<file path="src/rtl/decode_stage_if.sv">
// Fetch/execute-facing signal bundle for decode_stage.
// The master side drives the fetch, EX and WB inputs; the slave side is the decode stage.
interface decode_stage_if;
    logic [31:0] IfInstr;
    logic [31:0] IfPC;
    logic        IfValid;
    logic        Flush;
    logic        ExMemRead;
    logic [4:0]  ExDest;
    logic        WbWriteEnable;
    logic [4:0]  WbDest;
    logic [4:0]  RegRead1;
    logic [4:0]  RegRead2;
    logic        Stall;
    logic        IdValid;
    logic [5:0]  IdOpcode;
    logic [5:0]  IdFunct;
    logic [4:0]  IdRs;
    logic [4:0]  IdRt;
    logic [4:0]  IdDest;
    logic [31:0] IdImm;
    logic [31:0] IdPC;
    logic        IdRegWrite;
    logic        IdMemRead;
    logic        IdMemWrite;

    modport master (
        output IfInstr, IfPC, IfValid, Flush, ExMemRead, ExDest, WbWriteEnable, WbDest,
        input  RegRead1, RegRead2, Stall, IdValid, IdOpcode, IdFunct, IdRs, IdRt,
               IdDest, IdImm, IdPC, IdRegWrite, IdMemRead, IdMemWrite
    );

    modport slave (
        input  IfInstr, IfPC, IfValid, Flush, ExMemRead, ExDest, WbWriteEnable, WbDest,
        output RegRead1, RegRead2, Stall, IdValid, IdOpcode, IdFunct, IdRs, IdRt,
               IdDest, IdImm, IdPC, IdRegWrite, IdMemRead, IdMemWrite
    );
endinterface

</file>
<file path="src/rtl/decode_stage.sv">
// MIPS-style decode stage: IF/ID register, field decode, load-use / WB hazard stall,
// and a registered ID/EX output slot.
module decode_stage (
    input  logic          CLOCK,
    input  logic          RESET,
    decode_stage_if.slave bus
);
    typedef struct packed {
        logic        valid;
        logic [5:0]  opcode;
        logic [5:0]  funct;
        logic [4:0]  rs;
        logic [4:0]  rt;
        logic [4:0]  dest;
        logic [31:0] imm;
        logic [31:0] pc;
        logic        reg_write;
        logic        mem_read;
        logic        mem_write;
    } id_t;

    logic [31:0] r_if_instr;
    logic [31:0] r_if_pc;
    logic        r_if_valid;
    id_t         r_id;

    logic [5:0]  w_op;
    logic [5:0]  w_funct;
    logic [4:0]  w_rs;
    logic [4:0]  w_rt;
    logic [4:0]  w_rd;
    logic [4:0]  w_dest;
    logic        w_writes;
    logic        w_zext;
    logic        w_uses_rt;
    logic        w_mem_read;
    logic        w_mem_write;
    logic        w_ex_hit;
    logic        w_wb_hit;
    logic        w_stall;
    id_t         w_dec;

    assign w_op    = r_if_instr[31:26];
    assign w_rs    = r_if_instr[25:21];
    assign w_rt    = r_if_instr[20:16];
    assign w_rd    = r_if_instr[15:11];
    assign w_funct = r_if_instr[5:0];

    // Opcode classification: destination, write/memory controls, extension mode, rt usage.
    always_comb begin
        w_dest      = 5'd0;
        w_writes    = 1'b0;
        w_zext      = 1'b0;
        w_uses_rt   = 1'b0;
        w_mem_read  = 1'b0;
        w_mem_write = 1'b0;
        case (w_op)
            6'h00: begin
                w_dest    = w_rd;
                w_writes  = (w_funct != 6'h08);
                w_uses_rt = 1'b1;
            end
            6'h23: begin
                w_dest     = w_rt;
                w_writes   = 1'b1;
                w_mem_read = 1'b1;
            end
            6'h2B: begin
                w_mem_write = 1'b1;
                w_uses_rt   = 1'b1;
            end
            6'h08, 6'h09, 6'h0A: begin
                w_dest   = w_rt;
                w_writes = 1'b1;
            end
            6'h0C, 6'h0D: begin
                w_dest   = w_rt;
                w_writes = 1'b1;
                w_zext   = 1'b1;
            end
            6'h04, 6'h05: begin
                w_uses_rt = 1'b1;
            end
            default: begin
                w_dest = 5'd0;
            end
        endcase
    end

    // Full decoded record for the ID/EX slot; an invalid IF/ID entry decodes to a bubble.
    always_comb begin
        w_dec = '0;
        if (r_if_valid) begin
            w_dec.valid     = 1'b1;
            w_dec.opcode    = w_op;
            w_dec.funct     = w_funct;
            w_dec.rs        = w_rs;
            w_dec.rt        = w_rt;
            w_dec.dest      = w_dest;
            w_dec.imm       = w_zext ? {16'h0000, r_if_instr[15:0]}
                                     : {{16{r_if_instr[15]}}, r_if_instr[15:0]};
            w_dec.pc        = r_if_pc;
            w_dec.reg_write = w_writes && (w_dest != 5'd0);
            w_dec.mem_read  = w_mem_read;
            w_dec.mem_write = w_mem_write;
        end else begin
            w_dec = '0;
        end
    end

    // The register file has no write-through, so a same-cycle WB write is a hazard too.
    assign w_ex_hit = bus.ExMemRead && (bus.ExDest != 5'd0) &&
                      ((bus.ExDest == w_rs) || (w_uses_rt && (bus.ExDest == w_rt)));
    assign w_wb_hit = bus.WbWriteEnable && (bus.WbDest != 5'd0) &&
                      ((bus.WbDest == w_rs) || (w_uses_rt && (bus.WbDest == w_rt)));
    assign w_stall  = r_if_valid && (w_ex_hit || w_wb_hit) && !bus.Flush && !RESET;

    // Pipeline registers: reset beats flush, flush beats stall.
    always_ff @(posedge CLOCK) begin
        if (RESET) begin
            r_if_instr <= 32'd0;
            r_if_pc    <= 32'd0;
            r_if_valid <= 1'b0;
            r_id       <= '0;
        end else if (bus.Flush) begin
            r_if_valid <= 1'b0;
            r_id       <= '0;
        end else if (w_stall) begin
            r_id       <= '0;
        end else begin
            r_if_instr <= bus.IfInstr;
            r_if_pc    <= bus.IfPC;
            r_if_valid <= bus.IfValid;
            r_id       <= w_dec;
        end
    end

    assign bus.RegRead1   = w_rs;
    assign bus.RegRead2   = w_rt;
    assign bus.Stall      = w_stall;
    assign bus.IdValid    = r_id.valid;
    assign bus.IdOpcode   = r_id.opcode;
    assign bus.IdFunct    = r_id.funct;
    assign bus.IdRs       = r_id.rs;
    assign bus.IdRt       = r_id.rt;
    assign bus.IdDest     = r_id.dest;
    assign bus.IdImm      = r_id.imm;
    assign bus.IdPC       = r_id.pc;
    assign bus.IdRegWrite = r_id.reg_write;
    assign bus.IdMemRead  = r_id.mem_read;
    assign bus.IdMemWrite = r_id.mem_write;
endmodule

</file>
<file path="src/flat_wrapper.sv">
// flat-port wrapper written by rule: the top's interface ports become plain ports
module decode_stage_flat 
  (CLOCK, RESET, bus_IfInstr, bus_IfPC, bus_IfValid, bus_Flush, bus_ExMemRead, bus_ExDest, bus_WbWriteEnable, bus_WbDest, bus_RegRead1, bus_RegRead2, bus_Stall, bus_IdValid, bus_IdOpcode, bus_IdFunct, bus_IdRs, bus_IdRt, bus_IdDest, bus_IdImm, bus_IdPC, bus_IdRegWrite, bus_IdMemRead, bus_IdMemWrite);
  decode_stage_if bus_i ();
  input  logic CLOCK;
  input  logic RESET;
  input wire logic [$bits(bus_i.IfInstr)-1:0] bus_IfInstr;
  input wire logic [$bits(bus_i.IfPC)-1:0] bus_IfPC;
  input wire logic [$bits(bus_i.IfValid)-1:0] bus_IfValid;
  input wire logic [$bits(bus_i.Flush)-1:0] bus_Flush;
  input wire logic [$bits(bus_i.ExMemRead)-1:0] bus_ExMemRead;
  input wire logic [$bits(bus_i.ExDest)-1:0] bus_ExDest;
  input wire logic [$bits(bus_i.WbWriteEnable)-1:0] bus_WbWriteEnable;
  input wire logic [$bits(bus_i.WbDest)-1:0] bus_WbDest;
  output wire logic [$bits(bus_i.RegRead1)-1:0] bus_RegRead1;
  output wire logic [$bits(bus_i.RegRead2)-1:0] bus_RegRead2;
  output wire logic [$bits(bus_i.Stall)-1:0] bus_Stall;
  output wire logic [$bits(bus_i.IdValid)-1:0] bus_IdValid;
  output wire logic [$bits(bus_i.IdOpcode)-1:0] bus_IdOpcode;
  output wire logic [$bits(bus_i.IdFunct)-1:0] bus_IdFunct;
  output wire logic [$bits(bus_i.IdRs)-1:0] bus_IdRs;
  output wire logic [$bits(bus_i.IdRt)-1:0] bus_IdRt;
  output wire logic [$bits(bus_i.IdDest)-1:0] bus_IdDest;
  output wire logic [$bits(bus_i.IdImm)-1:0] bus_IdImm;
  output wire logic [$bits(bus_i.IdPC)-1:0] bus_IdPC;
  output wire logic [$bits(bus_i.IdRegWrite)-1:0] bus_IdRegWrite;
  output wire logic [$bits(bus_i.IdMemRead)-1:0] bus_IdMemRead;
  output wire logic [$bits(bus_i.IdMemWrite)-1:0] bus_IdMemWrite;
  assign bus_i.IfInstr = bus_IfInstr;
  assign bus_i.IfPC = bus_IfPC;
  assign bus_i.IfValid = bus_IfValid;
  assign bus_i.Flush = bus_Flush;
  assign bus_i.ExMemRead = bus_ExMemRead;
  assign bus_i.ExDest = bus_ExDest;
  assign bus_i.WbWriteEnable = bus_WbWriteEnable;
  assign bus_i.WbDest = bus_WbDest;
  assign bus_RegRead1 = bus_i.RegRead1;
  assign bus_RegRead2 = bus_i.RegRead2;
  assign bus_Stall = bus_i.Stall;
  assign bus_IdValid = bus_i.IdValid;
  assign bus_IdOpcode = bus_i.IdOpcode;
  assign bus_IdFunct = bus_i.IdFunct;
  assign bus_IdRs = bus_i.IdRs;
  assign bus_IdRt = bus_i.IdRt;
  assign bus_IdDest = bus_i.IdDest;
  assign bus_IdImm = bus_i.IdImm;
  assign bus_IdPC = bus_i.IdPC;
  assign bus_IdRegWrite = bus_i.IdRegWrite;
  assign bus_IdMemRead = bus_i.IdMemRead;
  assign bus_IdMemWrite = bus_i.IdMemWrite;
  decode_stage u_core (.CLOCK(CLOCK), .RESET(RESET), .bus(bus_i));
endmodule
</file>
<file path="config.mk">
export PLATFORM = sky130hd
export DESIGN_NAME = decode_stage_flat
export DESIGN_NICKNAME = d
export VERILOG_FILES = /design/src/rtl/decode_stage_if.sv /design/src/rtl/decode_stage.sv /design/src/flat_wrapper.sv
export SDC_FILE = /design/constraint.sdc
export NUM_CORES = 1
export LEC_CHECK = 0
export CAP_MARGIN = 15
export CORE_MARGIN = 2
export CORE_UTILIZATION = 48
export DETAILED_ROUTE_END_ITERATION = 6
export PLACE_DENSITY = 0.81
export SLEW_MARGIN = 40
export SYNTH_ARGS = -nofsm -noshare
export SYNTH_HDL_FRONTEND = slang
export SYNTH_SLANG_ARGS = --single-unit
</file>
<file path="constraint.sdc">
create_clock -name CLOCK -period 3.2 [get_ports CLOCK]
set_input_delay 0.32 -clock CLOCK [delete_from_list [all_inputs] [get_ports CLOCK]]
set_output_delay 0.32 -clock CLOCK [all_outputs]
set_load 0.01 [all_outputs]
</file>
==> run_results.csv, run 1 <==
group,metric,value,unit
sta,timing.max_slew.rel_slack,53.87,%
final_layout,diodes,0,
global_routing,globalRouteMet1Util,30.08,%
sta,grt_setup_unrepaired,"no",
floorplan,initial_core_util,49.54,%
sta,tightest_slew,0.6919,ns
critical_path,startpoint_type,"register",
sta,setup_viol,0,
clocking,worstSkewPairLatency,0.41,ns
clocking,post_cts_hold_buffer_count,0,
floorplan,die_x,112.8,um
final_layout,drive_above_1_share,6.986,%
run,maxCapViolations,0,
routing,vias,4916,
global_routing,global_route.usage.total,23.45,%
global_routing,grtUsageMet3,6.749,%
routing,vias_per_cell,5.367,
min_path,timing.hold.worst.start,"u_core.r_if_instr[6]",
placed_design,place_congestion,0.8329,
logic_synthesis,synth_cell_type_count,36,
min_path,hold_path.class,"register to register",
clocking,cts_inserted_buffers,17,
clocking,cts-htree-levels,4,
logic_synthesis,yosysSeqAreaShare,48.99,%
sta,finClkSkew,0.01043,ns
power_and_ir_drop,vdd_ir_drop_max,329.3,uV
routing,initial_drc_count,233,
critical_path,required,3.52,ns
power_and_ir_drop,power_leakage,0.002828,uW
clocking,tritoncts,"built",
clocking,worst_setup_hold_path_clk_slew,0.06,ns
routing,wl,14.95,mm
sta,tmin_final,2.901,ns
final_layout,area_delta_synth_final,41.59,%
power_and_ir_drop,power.density_cell_area,527.6,nW/um2
floorplan,row_count,39,
floorplan,design.core.area,11470,um2
routing,detail-route-antenna-nets,0,
critical_path,crit-reg2reg-launch,"u_core.r_if_instr[31]",
placed_design,buffer_ports.inserted,185,
floorplan,die_y_extent,112.8,um
logic_synthesis,yosysWarnings,0,
status,run_status,"complete, no violations",
routing,drt_drc_violations_left,0,
global_routing,globalRouteMet2Util,37.52,%
placed_design,detailedPlacementHpwl,9.974,mm
floorplan,io_pins,186,
global_routing,largest_net_degree_at_the_start_of_global_routing,68,
global_routing,overflow,0,
logic_synthesis,syn_avg_cell_area,9.060,um2
final_layout,design.final.nets,840,
global_routing,antenna_violations_before_repair,0,
routing,detail_route.wl_per_cell,16.32,um
sta,fin_crit_sh,90.67,%
global_routing,grt_pass1_wl,24.00,mm
routing,first_pass_iters,4,
critical_path,timing.critical_path.to_type,"register",
clocking,ctsLongestPathBuffers,2,
global_routing,grt_busiest_layer,"met2",
logic_synthesis,syn_inst,627,
critical_path,arrival_time_at_the_worst_endpoint,3.22,ns
sta,fmaxAchievable,344.7,MHz
clocking,library_cell_used_as_clock_root_buffer,"clkbuf_16",
sta,finalHoldViolCount,0,
sta,drv_slew,0,
global_routing,grt_pass1_vias,4779,
critical_path,critical_path_peak_fanout,35,
clocking,num_clock_sinks,139,
floorplan,die_footprint,12720,um2
logic_synthesis,netlist_area_before_placement,5680,um2
clocking,post_cts_buffers,0,
sta,hold_slack,0.4768,ns
sta,finalSetupTns,0,ns
critical_path,worstSetupPathType,"register to register",
critical_path,setup.worst_path.start,"u_core.r_if_instr[31]",
logic_synthesis,syn-num-nets,707,
logic_synthesis,synth_seq_cells,139,
[metal layers]
| layer | wire length [um] | vias up |
|---|---|---|
| met2 | 7190 | 192 |
| met1 | 6363 | 2294 |
| met4 | 314 | 0 |
| met3 | 1082 | 27 |
| li1 | - | 2403 |
| met5 | 0 | - |
[repair_timing]
item,CTS,global route
setup endpoints to repair,1,0
endpoints found under the hold margin,0,0
resized for setup,2,0
[cell usage after synthesis]
cell | n | area (um2)
a21oi_1 | 2 | 10.01
a21oi_2 | 1 | 8.760
a21oi_4 | 1 | 16.27
a22oi_1 | 5 | 37.54
a31oi_1 | 1 | 6.260
and2_1 | 64 | 400.4
and3_1 | 1 | 6.260
and3b_1 | 1 | 8.760
buf_1 | 2 | 7.510
buf_2 | 7 | 35.03
buf_4 | 43 | 322.8
clkbuf_1 | 34 | 127.6
dfxtp_1 | 139 | 2783
inv_1 | 1 | 3.750
nand2_1 | 131 | 491.7
nand2b_1 | 1 | 6.260
nand3_1 | 5 | 25.02
nand4b_1 | 1 | 8.760
nor2_1 | 8 | 30.03
nor2b_1 | 8 | 50.05
nor3_1 | 3 | 15.01
nor3_2 | 1 | 10.01
nor4_1 | 2 | 12.51
nor4b_1 | 1 | 8.760
o211a_1 | 1 | 10.01
o211ai_1 | 128 | 960.9
o21a_1 | 1 | 7.510
o21ai_0 | 5 | 25.02
o32a_1 | 1 | 10.01
or2_0 | 1 | 6.260
or2_1 | 1 | 6.260
or3_1 | 1 | 6.260
or4_1 | 4 | 30.03
or4_4 | 1 | 11.26
xnor2_1 | 10 | 87.58
xor2_1 | 10 | 87.58
[area by class of cell]
type                    count  area, um2
inverters                   1      3.754
flip-flops and latches    139       2784
clock inverters            13      191.4
multi-input cells         401       2439
fillers                   860       3425
well taps                 143      178.9
repair buffers            200       2013
clock buffers              19      432.9
[layout by cell type (no fill, tap or decap), types with 2 or more instances in the layout]
master / n
a21oi_1: 2
a21oi_4: 2
a22oi_1: 5
and2_1: 64
buf_12: 4
buf_4: 11
bufinv_16: 4
clkbuf_1: 2
clkbuf_16: 17
clkdlybuf4s50_1: 184
clkinv_4: 2
clkinvlp_4: 3
dfxtp_1: 138
inv_6: 3
nand2_1: 131
nand3_1: 5
nor2_1: 7
nor2b_1: 6
nor2b_4: 2
nor3_1: 3
nor4_1: 2
o211ai_1: 128
o21ai_0: 5
or4_1: 4
xnor2_1: 10
xor2_1: 10
[worst max-delay path: stages, from the launching register on]
cell and delay (ns):
dfxtp_1 0.37, or2_0 0.24, o32a_1 0.37, or4_4 0.56, a21oi_4 0.16, buf_4 0.38
buf_4 0.42, o211ai_1 0.15, o211ai_1 0.14
[through the flow]
stage / power [uW] / utilization, % / cell area (um2) / std cells / setup WS (ns)
after floorplan: 2028 / - / 5680 / 627 / 0.8207
after global placement: 2196 / 64.69 / 7418 / 884 / 0.2066
after detailed placement: 2208 / 64.69 / 7418 / 884 / 0.1817
after CTS: 4269 / 70.14 / 8043 / 916 / 0.2594
after global routing: 4381 / 70.14 / 8043 / 916 / 0.1819
final: 4243 / 70.14 / 8043 / 916 / 0.2987
[state kept, by name, indices dropped and copies added (netlist names), 5 cells and up]
register,count
u_core.bus.IdRs,5
u_core.bus.IdOpcode,6
u_core.bus.IdRt,5
u_core.bus.IdImm,17
u_core.r_if_pc,32
u_core.bus.IdDest,5
u_core.r_if_instr,32
u_core.bus.IdPC,32
[logic make-up after synthesis]
kind of cell | count (synthesis) | synth area share [%]
compound gates | 146 | 19.23
simple gates | 235 | 19.96
buf+inv | 87 | 8.744
xor+xnor | 20 | 3.084
flops | 139 | 48.99
[power breakdown]
group | leakage [uW] | internal, uW | switching, uW
sequential | 0.00113 | 1790 | 55.0
clock | 0.000295 | 1310 | 758
combinational | 0.00140 | 184 | 148
total | 0.00283 | 3280 | 961
[final timing paths]
path,end,slack (ns),cells after the start
worst min register to register,u_core.bus.IdImm[6],0.48,1
worst max-delay path,u_core.r_if_pc[16],0.30,8
worst min-delay path,u_core.bus.IdImm[6],0.48,1
worst max register to register,u_core.r_if_pc[16],0.30,8
(Power assumes the default switching activity.)
==> run 2, diff against run 1 <==
CORE_UTILIZATION = 50   (was 48)
PLACE_DENSITY = 0.84   (was 0.81)
==> run 2 against run 1 <==
Net effect:
- fmax down 1.4%
- critical path depth down 1
- global-route usage up 1.5 points
- final cell count down 0.44%
- worst setup slack worse by 0.041 ns
- sequential share of layout area down 0.32 points
- count of clock-buffer cells in the layout down 1
- combinational power up 2%
- utilization up 3.7 points
- register-to-register slack better by 0.02 ns
- critical path type is now register to output port
- critical endpoint is now bus_Stall
- largest power group unchanged
==> run_results.csv, run 2 (synthesis results as in run 1) <==
group,metric,value,unit
routing,drt_drc_violations_left,0,
critical_path,arrival_time_at_the_worst_endpoint,2.62,ns
final_layout,diodes,0,
clocking,tritoncts,"built",
critical_path,most_frequent_cell_on_the_critical_path,"nor2_1",
min_path,hold_path.class,"input port to register",
power_and_ir_drop,power_leakage,0.002859,uW
routing,initial_drc_count,276,
global_routing,largest_net_degree_at_the_start_of_global_routing,68,
floorplan,io_pins,186,
run,maxCapViolations,0,
clocking,worst_setup_hold_path_clk_slew,0.06,ns
global_routing,global_route.usage.total,24.93,%
placed_design,buffer_ports.inserted,185,
floorplan,die_y_extent,110.6,um
clocking,library_cell_used_as_clock_root_buffer,"clkbuf_16",
global_routing,grt_pass1_vias,4986,
routing,detail-route-antenna-nets,0,
critical_path,flop_to_flop_setup_slack,0.32,ns
sta,tmin_final,2.942,ns
power_and_ir_drop,netSwitchingFraction,21.66,%
final_layout,area_delta_synth_final,42.84,%
power_and_ir_drop,pwr-share-seq,41.7,%
power_and_ir_drop,part_of_the_power_in_the_clock_network,50.6,%
placed_design,place_congestion,0.8564,
global_routing,overflow,0,
critical_path,cpLargestDelayFamily,"simple AND/OR/NAND/NOR gates",
sta,fmaxAchievable,339.8,MHz
sta,drv_slew,0,
routing,routedLengthMet1,6.272,mm
critical_path,crit-reg2reg-launch,"u_core.r_if_instr[31]",
sta,finalHoldViolCount,0,
placed_design,detailedPlacementHpwl,10.01,mm
global_routing,grt_pass1_wl,24.96,mm
sta,hold_slack,0.4885,ns
routing,uppermost_signal_routing_layer_after_detailed_routing,"met4",
status,run_status,"complete, no violations",
clocking,num_clock_sinks,139,
routing,detail_route.wl_per_cell,16.81,um
critical_path,timing.critical_path.to_type,"output port",
floorplan,initial_core_util,51.72,%
final_layout,drive_above_1_share,6.995,%
routing,vias_per_cell,5.484,
sta,grt_setup_unrepaired,"no",
critical_path,critical_path_peak_fanout,7,
critical_path,startpoint_type,"register",
floorplan,row_count,38,
power_and_ir_drop,totalPowerFinal,4415,uW
critical_path,required,2.88,ns
sta,setup_viol,0,
floorplan,die_x,110.6,um
critical_path,setup.worst_path.start,"u_core.r_if_instr[31]",
global_routing,antenna_violations_before_repair,0,
final_layout,design.final.nets,839,
routing,first_pass_iters,5,
critical_path,worstSetupPathType,"register to output port",
critical_path,worst_path_largest_cell_delay,0.55,ns
power_and_ir_drop,power.share.combinational,7.7,%
power_and_ir_drop,vdd_ir_drop_max,343.8,uV
sta,fin_crit_sh,91.95,%
clocking,ctsLongestPathBuffers,2,
sta,tightest_slew,0.6739,ns
final_layout,layout_commonest_cell,"clkdlybuf4s50_1",
power_and_ir_drop,internal_power,3459,uW
power_and_ir_drop,power_switching,956.1,uW
sta,finClkSkew,0.01070,ns
clocking,cts_inserted_buffers,17,
routing,met3RoutedLength,986,um
sta,finalSetupTns,0,ns
critical_path,crit_buf_inv,1,
floorplan,design.core.area,10980,um2
critical_path,crit_chain,"or2_0 -> o32a_1 -> or4_4 -> a21oi_4 -> nor2_1 -> nor2_1 -> dlygate4sd2_1",
power_and_ir_drop,power.density_cell_area,544.1,nW/um2
sta,timing.max_slew.rel_slack,55.07,%
clocking,worstSkewPairLatency,0.41,ns
routing,routed-wl-met2,7.782,mm
final_layout,layout.cells.most_common_list,"clkdlybuf4s50_1, dfxtp_1, nand2_1",
floorplan,die_footprint,12230,um2
min_path,timing.hold.worst.start,"bus_IfPC[12]",
routing,vias,5001,
clocking,cts-htree-levels,4,
critical_path,timing.critical_path.slowest_stage_cell,"or4_4",
routing,wl,15.33,mm
[run 2: cell count changes in the layout (fill, tap and decap cells not counted)]
cell,change
buf_4,-3
bufinv_16,+2
buf_12,+2
clkbuf_8,+1
dfxtp_2,-1
inv_6,-3
dfxtp_1,+1
clkbuf_1,-2
clkinv_4,+3
clkinvlp_4,-1
[run 2: worst paths after layout]
kind                                             to  depth (start not counted)
worst max-delay path                      bus_Stall                          7
worst min register to register  u_core.bus.IdPC[29]                          1
worst min-delay path             u_core.r_if_pc[12]                          3
worst max register to register   u_core.r_if_pc[31]                          8
[run 2: cell type report]
cell class | count | area [um2]
Fill cell | 744 | 2869
Inverter | 1 | 3.754
Tap cell | 140 | 175.2
Timing Repair Buffer | 199 | 2031
Clock buffer | 18 | 439.2
Sequential cell | 139 | 2783
Clock inverter | 14 | 244.0
Multi-Input combinational cell | 401 | 2439
[run 2: worst min-delay path, delay by kind of cell]
family,cells,cell delay [ns]
buffers and inverters,1,0.40
AOI/OAI and AO/OA,1,0.07
and+or+nand+nor,1,0.06
[run 2: power groups by stage]
stage                     Sequential, uW  Clock, uW  Combinational, uW
final                               1840       2230                339
after global routing                1850       2330                365
after CTS                           1840       2260                340
after detailed placement            1880          0                336
after global placement              1870          0                326
after floorplan                     1860          0                170
[run 2: metal layers]
| metal | GRT usage (%) | vias to the layer above |
|---|---|---|
| met4 | 8.917 | 0 |
| li1 | - | 2411 |
| met2 | 43.23 | 211 |
| met1 | 30.12 | 2349 |
| met5 | 0 | - |
| met3 | 5.982 | 30 |
[run 2: stage by stage]
step                setup slack (ns)  cell area [um2]  util, %  instances
finish                        0.2575             8114    73.88        912
global route                  0.1574             8114    73.88        912
CTS                           0.2507             8114    73.88        912
detailed placement            0.1212             7432    67.67        880
global placement              0.2652             7432    67.67        880
floorplan                     0.8207             5680        -        627
[run 2: timing repair]
item | 4_1_cts | 5_1_grt
setup buffers | 0 | 0
setup endpoints to repair | 1 | 0
resized for setup | 1 | 0
hold buffers | 0 | 0
